===== config.mk =====
export PLATFORM = sky130hd
export DESIGN_NAME = sfr_load_sequencer_flat
export DESIGN_NICKNAME = d
export VERILOG_FILES = /design/src/rtl/sfr_load_sequencer_if.sv /design/src/rtl/sfr_load_sequencer.sv /design/src/flat_wrapper.sv
export SDC_FILE = /design/constraint.sdc
export NUM_CORES = 1
export LEC_CHECK = 0
export ABC_AREA = 0
export CAP_MARGIN = 20
export CORE_MARGIN = 1
export CORE_UTILIZATION = 51
export DETAILED_ROUTE_END_ITERATION = 8
export PLACE_DENSITY = 0.95
export REMOVE_ABC_BUFFERS = 1
export SYNTH_ARGS = -nofsm -noshare
export SYNTH_HDL_FRONTEND = slang
export SYNTH_SLANG_ARGS = --single-unit
export TNS_END_PERCENT = 30

===== constraint.sdc =====
create_clock -name clk -period 4.1 [get_ports clk]
set_input_delay 0.82 -clock clk [delete_from_list [all_inputs] [get_ports clk]]
set_output_delay 0.82 -clock clk [all_outputs]
set_load 0.05 [all_outputs]

===== src/rtl/sfr_load_sequencer_if.sv =====
`default_nettype none
// ============================================================================
// Module      : sfr_load_sequencer_if
// Description : Bundles the requester handshake (req/val/gnt/busy/done) and
//               the SFR control pins (sfr_clr/sfr_left/sfr_incr) that the
//               sfr_load_sequencer uses.
//               master : requester/integrator side (drives req/val)
//               slave  : sequencer side (drives gnt/busy/done/sfr_*)
// Revision    : 1.0  initial release
// ============================================================================
interface sfr_load_sequencer_if #(
    parameter int SIZE = 32
);
    logic            req0;
    logic [SIZE-1:0] val0;
    logic            req1;
    logic [SIZE-1:0] val1;
    logic            gnt0;
    logic            gnt1;
    logic            busy;
    logic            done;
    logic            sfr_clr;
    logic            sfr_left;
    logic            sfr_incr;

    modport master (
        output req0, val0, req1, val1,
        input  gnt0, gnt1, busy, done, sfr_clr, sfr_left, sfr_incr
    );

    modport slave (
        input  req0, val0, req1, val1,
        output gnt0, gnt1, busy, done, sfr_clr, sfr_left, sfr_incr
    );
endinterface
`default_nettype wire


===== src/rtl/sfr_load_sequencer.sv =====
`default_nettype none
// ============================================================================
// Module      : sfr_load_sequencer
// Description : Loads an arbitrary SIZE-bit value into a shift/increment SFR
//               using only its clr/left/incr controls. Two requesters share
//               the SFR through a round-robin arbiter; a one-cycle done pulse
//               marks the point where the SFR holds the requested value.
// Ports       : clk        rising-edge clock
//               clr        synchronous active-high reset (aborts any load)
//               bus.slave  req0/val0, req1/val1 in; gnt0/gnt1/busy/done and
//                          sfr_clr/sfr_left/sfr_incr out (all Moore outputs)
// Options     : SFR_SEQ_SKIPZ_EN - when defined, leading zeros of the value
//               are skipped (RUN starts at the MSB '1'; zero goes CLR->DONE).
// Revision    : 1.0  initial release
// ============================================================================
module sfr_load_sequencer #(
    parameter int SIZE = 32,
    parameter int CW   = 6
) (
    input  logic                  clk,
    input  logic                  clr,
    sfr_load_sequencer_if.slave   bus
);

    typedef enum logic [1:0] {
        S_IDLE = 2'd0,
        S_CLR  = 2'd1,
        S_RUN  = 2'd2,
        S_DONE = 2'd3
    } state_t;

    localparam logic [CW-1:0] c_STEP_LAST  = CW'(SIZE);
    localparam logic [CW-1:0] c_STEP_FIRST = CW'(1);

    state_t          r_state, w_state_nxt;
    logic            r_owner, w_owner_nxt;
    logic            r_rr,    w_rr_nxt;      // 0: requester 0 wins a tie
    logic [SIZE-1:0] r_vreg,  w_vreg_nxt;
    logic [CW-1:0]   r_step,  w_step_nxt;

    logic            w_win;
    logic [CW-1:0]   w_bit_idx;
    logic            w_incr_bit;

    // Step j feeds vreg[SIZE-j]: MSB first, LSB on the final (unshifted) step.
    assign w_bit_idx = c_STEP_LAST - r_step;

    always_comb begin
        w_incr_bit = 1'b0;
        for (int i = 0; i < SIZE; i++) begin
            if (w_bit_idx == CW'(i)) begin
                w_incr_bit = r_vreg[i];
            end
        end
    end

`ifdef SFR_SEQ_SKIPZ_EN
    logic [CW-1:0] w_msb;
    logic          w_nz;

    // Priority encoder: index of the most significant '1' in vreg.
    always_comb begin
        w_msb = '0;
        for (int i = 0; i < SIZE; i++) begin
            if (r_vreg[i]) begin
                w_msb = CW'(i);
            end
        end
    end

    assign w_nz = |r_vreg;
`endif

    // ------------------------------------------------------------------
    // State register
    // ------------------------------------------------------------------
    always_ff @(posedge clk) begin
        if (clr) begin
            r_state <= S_IDLE;
            r_owner <= 1'b0;
            r_rr    <= 1'b0;
            r_vreg  <= '0;
            r_step  <= '0;
        end else begin
            r_state <= w_state_nxt;
            r_owner <= w_owner_nxt;
            r_rr    <= w_rr_nxt;
            r_vreg  <= w_vreg_nxt;
            r_step  <= w_step_nxt;
        end
    end

    // ------------------------------------------------------------------
    // Next-state logic
    // ------------------------------------------------------------------
    always_comb begin
        w_state_nxt = r_state;
        w_owner_nxt = r_owner;
        w_rr_nxt    = r_rr;
        w_vreg_nxt  = r_vreg;
        w_step_nxt  = r_step;
        w_win       = 1'b0;

        case (r_state)
            S_IDLE: begin
                if (bus.req0 || bus.req1) begin
                    // Tie goes to the rr pointer; otherwise the sole requester.
                    if (bus.req0 && bus.req1) begin
                        w_win = r_rr;
                    end else begin
                        w_win = bus.req1;
                    end
                    w_owner_nxt = w_win;
                    w_rr_nxt    = ~w_win;
                    w_vreg_nxt  = w_win ? bus.val1 : bus.val0;
                    w_state_nxt = S_CLR;
                end
            end
            S_CLR: begin
`ifdef SFR_SEQ_SKIPZ_EN
                // Shifting a cleared SFR is a no-op, so leading zeros cost nothing.
                if (!w_nz) begin
                    w_state_nxt = S_DONE;
                end else begin
                    w_step_nxt  = c_STEP_LAST - w_msb;
                    w_state_nxt = S_RUN;
                end
`else
                w_step_nxt  = c_STEP_FIRST;
                w_state_nxt = S_RUN;
`endif
            end
            S_RUN: begin
                if (r_step == c_STEP_LAST) begin
                    w_state_nxt = S_DONE;
                end else begin
                    w_step_nxt = r_step + c_STEP_FIRST;
                end
            end
            S_DONE: begin
                w_state_nxt = S_IDLE;
            end
            default: begin
                w_state_nxt = S_IDLE;
            end
        endcase
    end

    // ------------------------------------------------------------------
    // Moore outputs
    // ------------------------------------------------------------------
    assign bus.busy     = (r_state != S_IDLE);
    assign bus.gnt0     = bus.busy && !r_owner;
    assign bus.gnt1     = bus.busy &&  r_owner;
    assign bus.done     = (r_state == S_DONE);
    assign bus.sfr_clr  = (r_state == S_CLR);
    // The final step only adds the LSB; every earlier step also shifts.
    assign bus.sfr_left = (r_state == S_RUN) && (r_step != c_STEP_LAST);
    assign bus.sfr_incr = (r_state == S_RUN) && w_incr_bit;

endmodule
`default_nettype wire


===== src/flat_wrapper.sv =====
// flat-port wrapper written by rule: the top's interface ports become plain ports
module sfr_load_sequencer_flat 
#(
    parameter int SIZE = 32,
    parameter int CW   = 6
)
  (clk, clr, bus_req0, bus_val0, bus_req1, bus_val1, bus_gnt0, bus_gnt1, bus_busy, bus_done, bus_sfr_clr, bus_sfr_left, bus_sfr_incr);
  sfr_load_sequencer_if #(.SIZE(SIZE)) bus_i ();
  input  logic clk;
  input  logic clr;
  input wire logic [$bits(bus_i.req0)-1:0] bus_req0;
  input wire logic [$bits(bus_i.val0)-1:0] bus_val0;
  input wire logic [$bits(bus_i.req1)-1:0] bus_req1;
  input wire logic [$bits(bus_i.val1)-1:0] bus_val1;
  output wire logic [$bits(bus_i.gnt0)-1:0] bus_gnt0;
  output wire logic [$bits(bus_i.gnt1)-1:0] bus_gnt1;
  output wire logic [$bits(bus_i.busy)-1:0] bus_busy;
  output wire logic [$bits(bus_i.done)-1:0] bus_done;
  output wire logic [$bits(bus_i.sfr_clr)-1:0] bus_sfr_clr;
  output wire logic [$bits(bus_i.sfr_left)-1:0] bus_sfr_left;
  output wire logic [$bits(bus_i.sfr_incr)-1:0] bus_sfr_incr;
  assign bus_i.req0 = bus_req0;
  assign bus_i.val0 = bus_val0;
  assign bus_i.req1 = bus_req1;
  assign bus_i.val1 = bus_val1;
  assign bus_gnt0 = bus_i.gnt0;
  assign bus_gnt1 = bus_i.gnt1;
  assign bus_busy = bus_i.busy;
  assign bus_done = bus_i.done;
  assign bus_sfr_clr = bus_i.sfr_clr;
  assign bus_sfr_left = bus_i.sfr_left;
  assign bus_sfr_incr = bus_i.sfr_incr;
  sfr_load_sequencer #(.SIZE(SIZE), .CW(CW)) u_core (.clk(clk), .clr(clr), .bus(bus_i));
endmodule

==> results_tabular.tex, run 1 <==
\begin{tabular}{lr}
\hline
Metric & Value \\
\hline
\multicolumn{2}{l}{\textbf{Critical path}} \\
Critical Path End Type & output port \\
Critical path required time & around 3300 ps \\
Worst setup path class & reg -> out \\
Startpoint type of the worst setup path & flip-flop \\
Arrival time of the worst setup path & around 3000 ps \\
Maximum fanout count along the critical path & 18 \\
\multicolumn{2}{l}{\textbf{Floorplanning}} \\
Number of cell rows & 25 \\
Boundary Pins & 75 \\
DIE HEIGHT & 72.6 um \\
Die boundary width & 72.6 um \\
Die Outline Area & 5270 sq um \\
Starting utilization of the core area & a little over half \\
Core area & about 4800 sq um \\
\multicolumn{2}{l}{\textbf{Clock network}} \\
Largest buffer count on any clock path & 2 \\
Post CTS Setup Buffer Count & 0 \\
Clock tree from TritonCTS & built \\
Number of buffers added by the clock tree synthesis step & 5 \\
Cell at the root of the clock tree & sky130\_fd\_sc\_hd\_\_clkbuf\_8 \\
H-tree depth & 2 \\
Clock latency reported for the late side of the worst-skew pair & between 200 and 300 ps \\
Clock-pin slew on the worst setup and hold paths & roughly 80 ps \\
Number of clock sinks & 42 \\
CTS hold repair buffers & 0 \\
Count of instances resized after the clock tree is built & 0 \\
\multicolumn{2}{l}{\textbf{STA}} \\
Final-report max-slew violation count & 0 \\
Period utilization & between 90\% and 100\% \\
Max-Slew Margin vs Limit & a little under three fifths \\
Count of final hold-check violations & 0 \\
Fmax achieved & about 0.26 GHz \\
Fin Clk Skew & about 3.5 ps \\
Slew of the pin with the lowest slew margin & 658 ps \\
Setup repair after global routing missed its margin & no \\
Number of setup violations in the final report & 0 \\
Post-layout minimum cycle time & $\sim$3800 ps \\
Setup TNS & 0 ps \\
\multicolumn{2}{l}{\textbf{Flow run}} \\
Max-cap violation count & 0 \\
\multicolumn{2}{l}{\textbf{Power}} \\
Power density cells & 537 nW/um\^{}2 \\
Leakage power figure & 1.28 nW \\
Worst vdd ir & 0.269 mV \\
Power, Total & approximately 1.8 mW \\
\multicolumn{2}{l}{\textbf{Final layout}} \\
Finished Cell Area & between 3000 and 4000 sq um \\
Number of diodes added for antenna fixing & 0 \\
Number of nets in the layout & around 450 \\
Layout overhead on the synthesized area & 34.8\% \\
Share of post-route cells with drive strength above 1 & 7.32\% \\
\multicolumn{2}{l}{\textbf{Placement}} \\
HPWL after detailed placement & 5.06 mm \\
Final GP Congestion & 1.05 \\
\# port buffers & 74 \\
Post-DP Area & approximately 3300 sq um \\
\multicolumn{2}{l}{\textbf{Logic synthesis}} \\
Dominant cell by count in the synthesized netlist & sky130\_fd\_sc\_hd\_\_nor2\_1 \\
Post-Synthesis Cell Area & 2540 sq um \\
Leading cell types by total area after synthesis & sky130\_fd\_sc\_hd\_\_dfxtp\_1, sky130\_fd\_sc\_hd\_\_a222oi\_1, sky130\_fd\_sc\_hd\_\_nor2\_1, sky130\_fd\_sc\_hd\_\_ha\_1, sky130\_fd\_sc\_hd\_\_a21oi\_1 \\
Unique masters post-synth & between 50 and 60 \\
Post-synth top flop & sky130\_fd\_sc\_hd\_\_dfxtp\_1 \\
Share of the yosys chip area belonging to registers & 33.1\% \\
Number of warnings issued by yosys & 0 \\
Number of instances in the synthesized netlist & $\sim$300 \\
Per-instance average area after synthesis & slightly above 8 sq um \\
Number of enable flip-flop cells after synthesis & 0 \\
Post-synth top area cell & sky130\_fd\_sc\_hd\_\_dfxtp\_1 \\
Most used standard cells in the synthesized netlist & sky130\_fd\_sc\_hd\_\_nor2\_1, sky130\_fd\_sc\_hd\_\_dfxtp\_1, sky130\_fd\_sc\_hd\_\_a222oi\_1, sky130\_fd\_sc\_hd\_\_clkbuf\_1, sky130\_fd\_sc\_hd\_\_nand2\_1 \\
Fraction of registers with async set or reset after synthesis & 0\% \\
Number of synthesized register bits & 42 \\
Share of the synthesized area in the top cell type & between 30\% and 40\% \\
\multicolumn{2}{l}{\textbf{Outcome}} \\
Result of the run & finished clean \\
\multicolumn{2}{l}{\textbf{Drt}} \\
Routed wl met3 & around 430 um \\
DRT antenna net count & 0 \\
Topmost layer with routed signal wires & met4 \\
Detailed-route wire length per cell & 15.9 um \\
Per-cell via count in the routed design & 6.15 \\
Total DRC errors in the routed layout & 0 \\
Wire length on met2 & $\sim$3.6 mm \\
Initial DRC count & around 430 \\
First-pass iteration count of the detailed router & 7 \\
WL met1 & between 2 and 3 mm \\
Total Wirelength & approximately 7.0 mm \\
Total via count in the routed design & 2683 \\
\multicolumn{2}{l}{\textbf{Global route}} \\
Number of global-route vias before repair & between 2000 and 3000 \\
Total Routing Usage GR & 27.7\% \\
Remaining Overflow, GRT & 0 \\
First-pass GRT wire length & $\sim$12 mm \\
Antenna violations before repair & 0 \\
Maximum number of pins on one net before global-route repair & 35 \\
\multicolumn{2}{l}{\textbf{Hold path}} \\
HP Class & reg -> reg \\
\hline
\end{tabular}
[stage by stage]
step / hold slack [ps] / instances / util (%) / setup slack (ps)
after floorplan: 473 / 283 / - / 567
after global placement: 494 / 428 / 69.7 / 514
after detailed placement: 509 / 428 / 69.7 / 447
after CTS: 532 / 436 / 72.0 / 80.2
after global routing: 559 / 436 / 72.1 / 122
final: 525 / 436 / 72.1 / 290
[per-layer routing]
metal,vias to the layer above,track usage [%]
met5,-,0
met4,0,8.71
met3,14,3.45
met2,129,49.3
met1,1244,34.8
li1,1296,-
[critical path, stage by stage, from the launching register on]
cell	delay [ps]
sky130_fd_sc_hd__dfxtp_2	390
sky130_fd_sc_hd__inv_1	140
sky130_fd_sc_hd__ha_2	380
sky130_fd_sc_hd__o21ai_1	150
sky130_fd_sc_hd__mux2_2	330
sky130_fd_sc_hd__o41ai_4	350
sky130_fd_sc_hd__a211oi_1	150
sky130_fd_sc_hd__o311ai_1	280
sky130_fd_sc_hd__o211a_1	220
sky130_fd_sc_hd__o221ai_2	140
sky130_fd_sc_hd__buf_12	170
[cell usage in the layout, fill, tap and decap left out, types with 3 or more instances in the layout]
cell type	count
sky130_fd_sc_hd__o21ai_0	11
sky130_fd_sc_hd__a211oi_1	4
sky130_fd_sc_hd__nor2_1	53
sky130_fd_sc_hd__mux2i_1	4
sky130_fd_sc_hd__clkbuf_8	5
sky130_fd_sc_hd__dfxtp_1	40
sky130_fd_sc_hd__a22oi_1	3
sky130_fd_sc_hd__nand3_1	3
sky130_fd_sc_hd__nor2b_1	4
sky130_fd_sc_hd__xnor2_1	4
sky130_fd_sc_hd__ha_1	9
sky130_fd_sc_hd__clkdlybuf4s50_1	73
sky130_fd_sc_hd__a21oi_1	14
sky130_fd_sc_hd__nand2_1	18
sky130_fd_sc_hd__o21a_1	4
sky130_fd_sc_hd__inv_1	16
sky130_fd_sc_hd__a222oi_1	32
sky130_fd_sc_hd__nand4_1	4
sky130_fd_sc_hd__buf_4	4
sky130_fd_sc_hd__o22ai_1	3
sky130_fd_sc_hd__nand2b_1	5
[registers in the layout, summed over array words and instances (netlist names)]
name	count
u_core.r_vreg	32
u_core.r_step	6
u_core.r_owner	1
u_core.r_rr	1
u_core.r_state	2
[worst paths after layout]
path                                  start                              to  cells past startpoint  slack (ps)
min          u_core.r_vreg[26]$_SDFFE_PP0P_  u_core.r_vreg[26]$_SDFFE_PP0P_                      2         530
max reg2reg   u_core.r_step[0]$_SDFFE_PP0P_   u_core.r_step[5]$_SDFFE_PP0P_                      8        1820
max           u_core.r_step[0]$_SDFFE_PP0P_                    bus_sfr_incr                     10         290
min reg2reg  u_core.r_vreg[26]$_SDFFE_PP0P_  u_core.r_vreg[26]$_SDFFE_PP0P_                      2         530
[power breakdown]
group | total, mW | internal, mW | leakage, nW | switching [mW]
Sequential | 0.566 | 0.498 | 0.346 | 0.0677
Clock | 0.328 | 0.182 | 0.0514 | 0.146
Combinational | 0.949 | 0.393 | 0.885 | 0.556
[area by class of cell]
cell class	count	area (sq um)
clock buffer	6	72.6
inverter	16	60.1
fill	367	1330
multi-input combinational	225	1550
sequential	42	843
clock inverter	2	37.5
timing repair buffer	78	781
tap	67	83.8
[logic make-up (layout without fill, tap and decap cells)]
group	Yosys count	in the layout	share of synthesized area (%)
DFF	42	42	33.1
buffers and inverters	41	102	6.54
xor gates and xnor gates	6	6	2.07
muxes	6	6	2.46
AOI/OAI and AO/OA	101	101	32.3
adders and majority gates	10	10	4.92
and+or+nand+nor	102	102	18.6
(Power assumes the default switching activity.)
==> inputs of run 2 (changes only) <==
--- a/config.mk
+++ b/config.mk
@@ -7,9 +7,10 @@
 export LEC_CHECK = 0
 export ABC_AREA = 0
 export CAP_MARGIN = 20
-export CORE_MARGIN = 1
+export CORE_MARGIN = 8
 export CORE_UTILIZATION = 51
 export DETAILED_ROUTE_END_ITERATION = 8
+export GPL_ROUTABILITY_DRIVEN = 0
 export PLACE_DENSITY = 0.95
 export REMOVE_ABC_BUFFERS = 1
 export SYNTH_ARGS = -nofsm -noshare
==> results_tabular.tex, run 2 (same netlist as run 1, synthesis figures left out) <==
\begin{tabular}{lr}
\hline
Metric & Value \\
\hline
\multicolumn{2}{l}{\textbf{STA}} \\
Fin Clk Skew & 6.09 ps \\
Worst hold slack across all endpoints & 532 ps \\
Setup TNS & 0 ps \\
Count of final hold-check violations & 0 \\
Max-Slew Margin vs Limit & between 50 and 60\% \\
Fmax achieved & $\sim$0.25 GHz \\
Slew of the pin with the lowest slew margin & around 660 ps \\
Period utilization & 97.5\% \\
Number of setup violations in the final report & 0 \\
Post-layout minimum cycle time & $\sim$4000 ps \\
Post-route setup slack & between 100 and 150 ps \\
Final-report max-slew violation count & 0 \\
\multicolumn{2}{l}{\textbf{Placement}} \\
\# port buffers & 74 \\
HPWL after detailed placement & $\sim$5.6 mm \\
Worst setup slack after placement & 370 ps \\
Instance count after placement with tap cells included & 428 \\
\multicolumn{2}{l}{\textbf{Final layout}} \\
Registers with the most flip-flops & u\_core.r\_vreg x32, u\_core.r\_step x6, u\_core.r\_state x2 \\
Register ranked first by flip-flop count & u\_core.r\_vreg \\
Number of diodes added for antenna fixing & 0 \\
Layout overhead on the synthesized area & 36.5\% \\
Share of post-route cells with drive strength above 1 & between 7 and 8\% \\
Max reg flops & 32 \\
Total of fill cells in the finished design & 349 \\
Most frequent cells in the layout & sky130\_fd\_sc\_hd\_\_clkdlybuf4s50\_1, sky130\_fd\_sc\_hd\_\_nor2\_1, sky130\_fd\_sc\_hd\_\_dfxtp\_1 \\
Number of nets in the layout & $\sim$450 \\
Leading cell type in the layout, fill and taps excluded & sky130\_fd\_sc\_hd\_\_clkdlybuf4s50\_1 \\
Final std cells w/o fill & roughly 440 \\
\multicolumn{2}{l}{\textbf{Floorplanning}} \\
DIE HEIGHT & $\sim$87 um \\
Die boundary width & just under 90 um \\
Core area & about 4800 sq um \\
Die Outline Area & $\sim$7500 sq um \\
Starting utilization of the core area & between 50\% and 60\% \\
Number of cell rows & 25 \\
Boundary Pins & 75 \\
\multicolumn{2}{l}{\textbf{Global route}} \\
Number of global-route vias before repair & $\sim$2700 \\
Maximum number of pins on one net before global-route repair & 35 \\
Remaining Overflow, GRT & 0 \\
Antenna violations before repair & 0 \\
Total Routing Usage GR & between 20\% and 30\% \\
First-pass GRT wire length & 13.0 mm \\
\multicolumn{2}{l}{\textbf{Drt}} \\
Initial DRC count & 426 \\
First-pass iteration count of the detailed router & 8 \\
Detailed-route wire length per cell & 18.2 um \\
Total Wirelength & roughly 7.9 mm \\
DRT antenna net count & 0 \\
Total DRC errors in the routed layout & 0 \\
Total via count in the routed design & around 2700 \\
Per-cell via count in the routed design & 6.29 \\
\multicolumn{2}{l}{\textbf{Critical path}} \\
Worst setup path class & reg -> out \\
Startpoint type of the worst setup path & flip-flop \\
Critical path required time & $\sim$3300 ps \\
Maximum fanout count along the critical path & 18 \\
Critical Path End Type & output port \\
Arrival time of the worst setup path & 3180 ps \\
\multicolumn{2}{l}{\textbf{Clock network}} \\
H-tree depth & 2 \\
Cell at the root of the clock tree & sky130\_fd\_sc\_hd\_\_clkbuf\_8 \\
Clock-pin slew on the worst setup and hold paths & 80 ps \\
Largest buffer count on any clock path & 2 \\
Number of buffers added by the clock tree synthesis step & 5 \\
Clock latency reported for the late side of the worst-skew pair & approximately 300 ps \\
Clock tree from TritonCTS & built \\
CTS hold repair buffers & 0 \\
Number of clock sinks & 42 \\
\multicolumn{2}{l}{\textbf{Outcome}} \\
Result of the run & finished clean \\
\multicolumn{2}{l}{\textbf{Power}} \\
Leakage power figure & around 1.3 nW \\
Worst vdd ir & about 0.24 mV \\
Power density cells & 560 nW/um\^{}2 \\
\multicolumn{2}{l}{\textbf{Hold path}} \\
HP Class & reg -> reg \\
\multicolumn{2}{l}{\textbf{Flow run}} \\
Max-cap violation count & 0 \\
\hline
\end{tabular}
## run 2: path summary, 6_finish.rpt
path | startpoint | end | slack, ps | cells past startpoint
worst max register to register | u_core.r_step[1]$_SDFFE_PP0P_ | u_core.r_step[5]$_SDFFE_PP0P_ | 1810 | 8
worst min register to register | u_core.r_vreg[2]$_SDFFE_PP0P_ | u_core.r_vreg[2]$_SDFFE_PP0P_ | 530 | 2
worst max-delay path | u_core.r_step[1]$_SDFFE_PP0P_ | bus_sfr_incr | 100 | 10
worst min-delay path | u_core.r_vreg[2]$_SDFFE_PP0P_ | u_core.r_vreg[2]$_SDFFE_PP0P_ | 530 | 2
## run 2: area by class of cell
| cell class | count | area [sq um] | area share (%) |
|---|---|---|---|
| clock inverters | 3 | 68.8 | 1.98 |
| repair buffers | 78 | 781 | 22.5 |
| well taps | 67 | 83.8 | 2.41 |
| multi-input cells | 225 | 1570 | 45.2 |
| clock buffers | 5 | 68.8 | 1.98 |
| inverters | 16 | 60.1 | 1.73 |
| flip-flops and latches | 42 | 842 | 24.3 |
## run 2: layer usage
| metal | vias up | share of wire, % | track usage, % |
|---|---|---|---|
| met4 | 0 | 2.3 | 7.51 |
| met5 | - | 0 | 0 |
| met3 | 26 | 6.9 | 4.63 |
| met1 | 1288 | 39 | 23.9 |
| li1 | 1287 | - | - |
| met2 | 141 | 52 | 37.4 |
## run 2: what timing repair did
action,CTS,global route
setup buffers,0,0
endpoints found under the setup margin,0,1
resized for setup,0,4
endpoints found under the hold margin,0,0
## run 2: critical path, cell delays in order, from the launching register on
cell	delay (ps)
sky130_fd_sc_hd__dfxtp_1	530
sky130_fd_sc_hd__inv_1	190
sky130_fd_sc_hd__ha_4	260
sky130_fd_sc_hd__or3_4	370
sky130_fd_sc_hd__or3_1	360
sky130_fd_sc_hd__o21a_1	150
sky130_fd_sc_hd__o22ai_2	190
sky130_fd_sc_hd__o311ai_1	180
sky130_fd_sc_hd__a21o_1	250
sky130_fd_sc_hd__o221ai_2	220
sky130_fd_sc_hd__buf_12	180
## run 2: power by group
group | internal (mW) | switching (mW)
registers | 0.498 | 0.0722
logic | 0.401 | 0.580
clock network | 0.244 | 0.149
## run 2: stage by stage
stage	util, %	power [mW]	area, sq um
after floorplan	-	1.21	2440
after global placement	69.7	1.48	3310
after detailed placement	69.7	1.51	3310
after CTS	72.6	1.91	3450
after global routing	73.0	2.05	3470
final	73.0	1.94	3470
==> inputs of run 3 (changes only) <==
--- a/config.mk
+++ b/config.mk
@@ -13,6 +13,7 @@
 export GPL_ROUTABILITY_DRIVEN = 0
 export PLACE_DENSITY = 0.95
 export REMOVE_ABC_BUFFERS = 1
+export SLEW_MARGIN = 0
 export SYNTH_ARGS = -nofsm -noshare
 export SYNTH_HDL_FRONTEND = slang
 export SYNTH_SLANG_ARGS = --single-unit
==> results of run 3 <==
No change in the layout: final DEF, timing and power equal those of run 2.
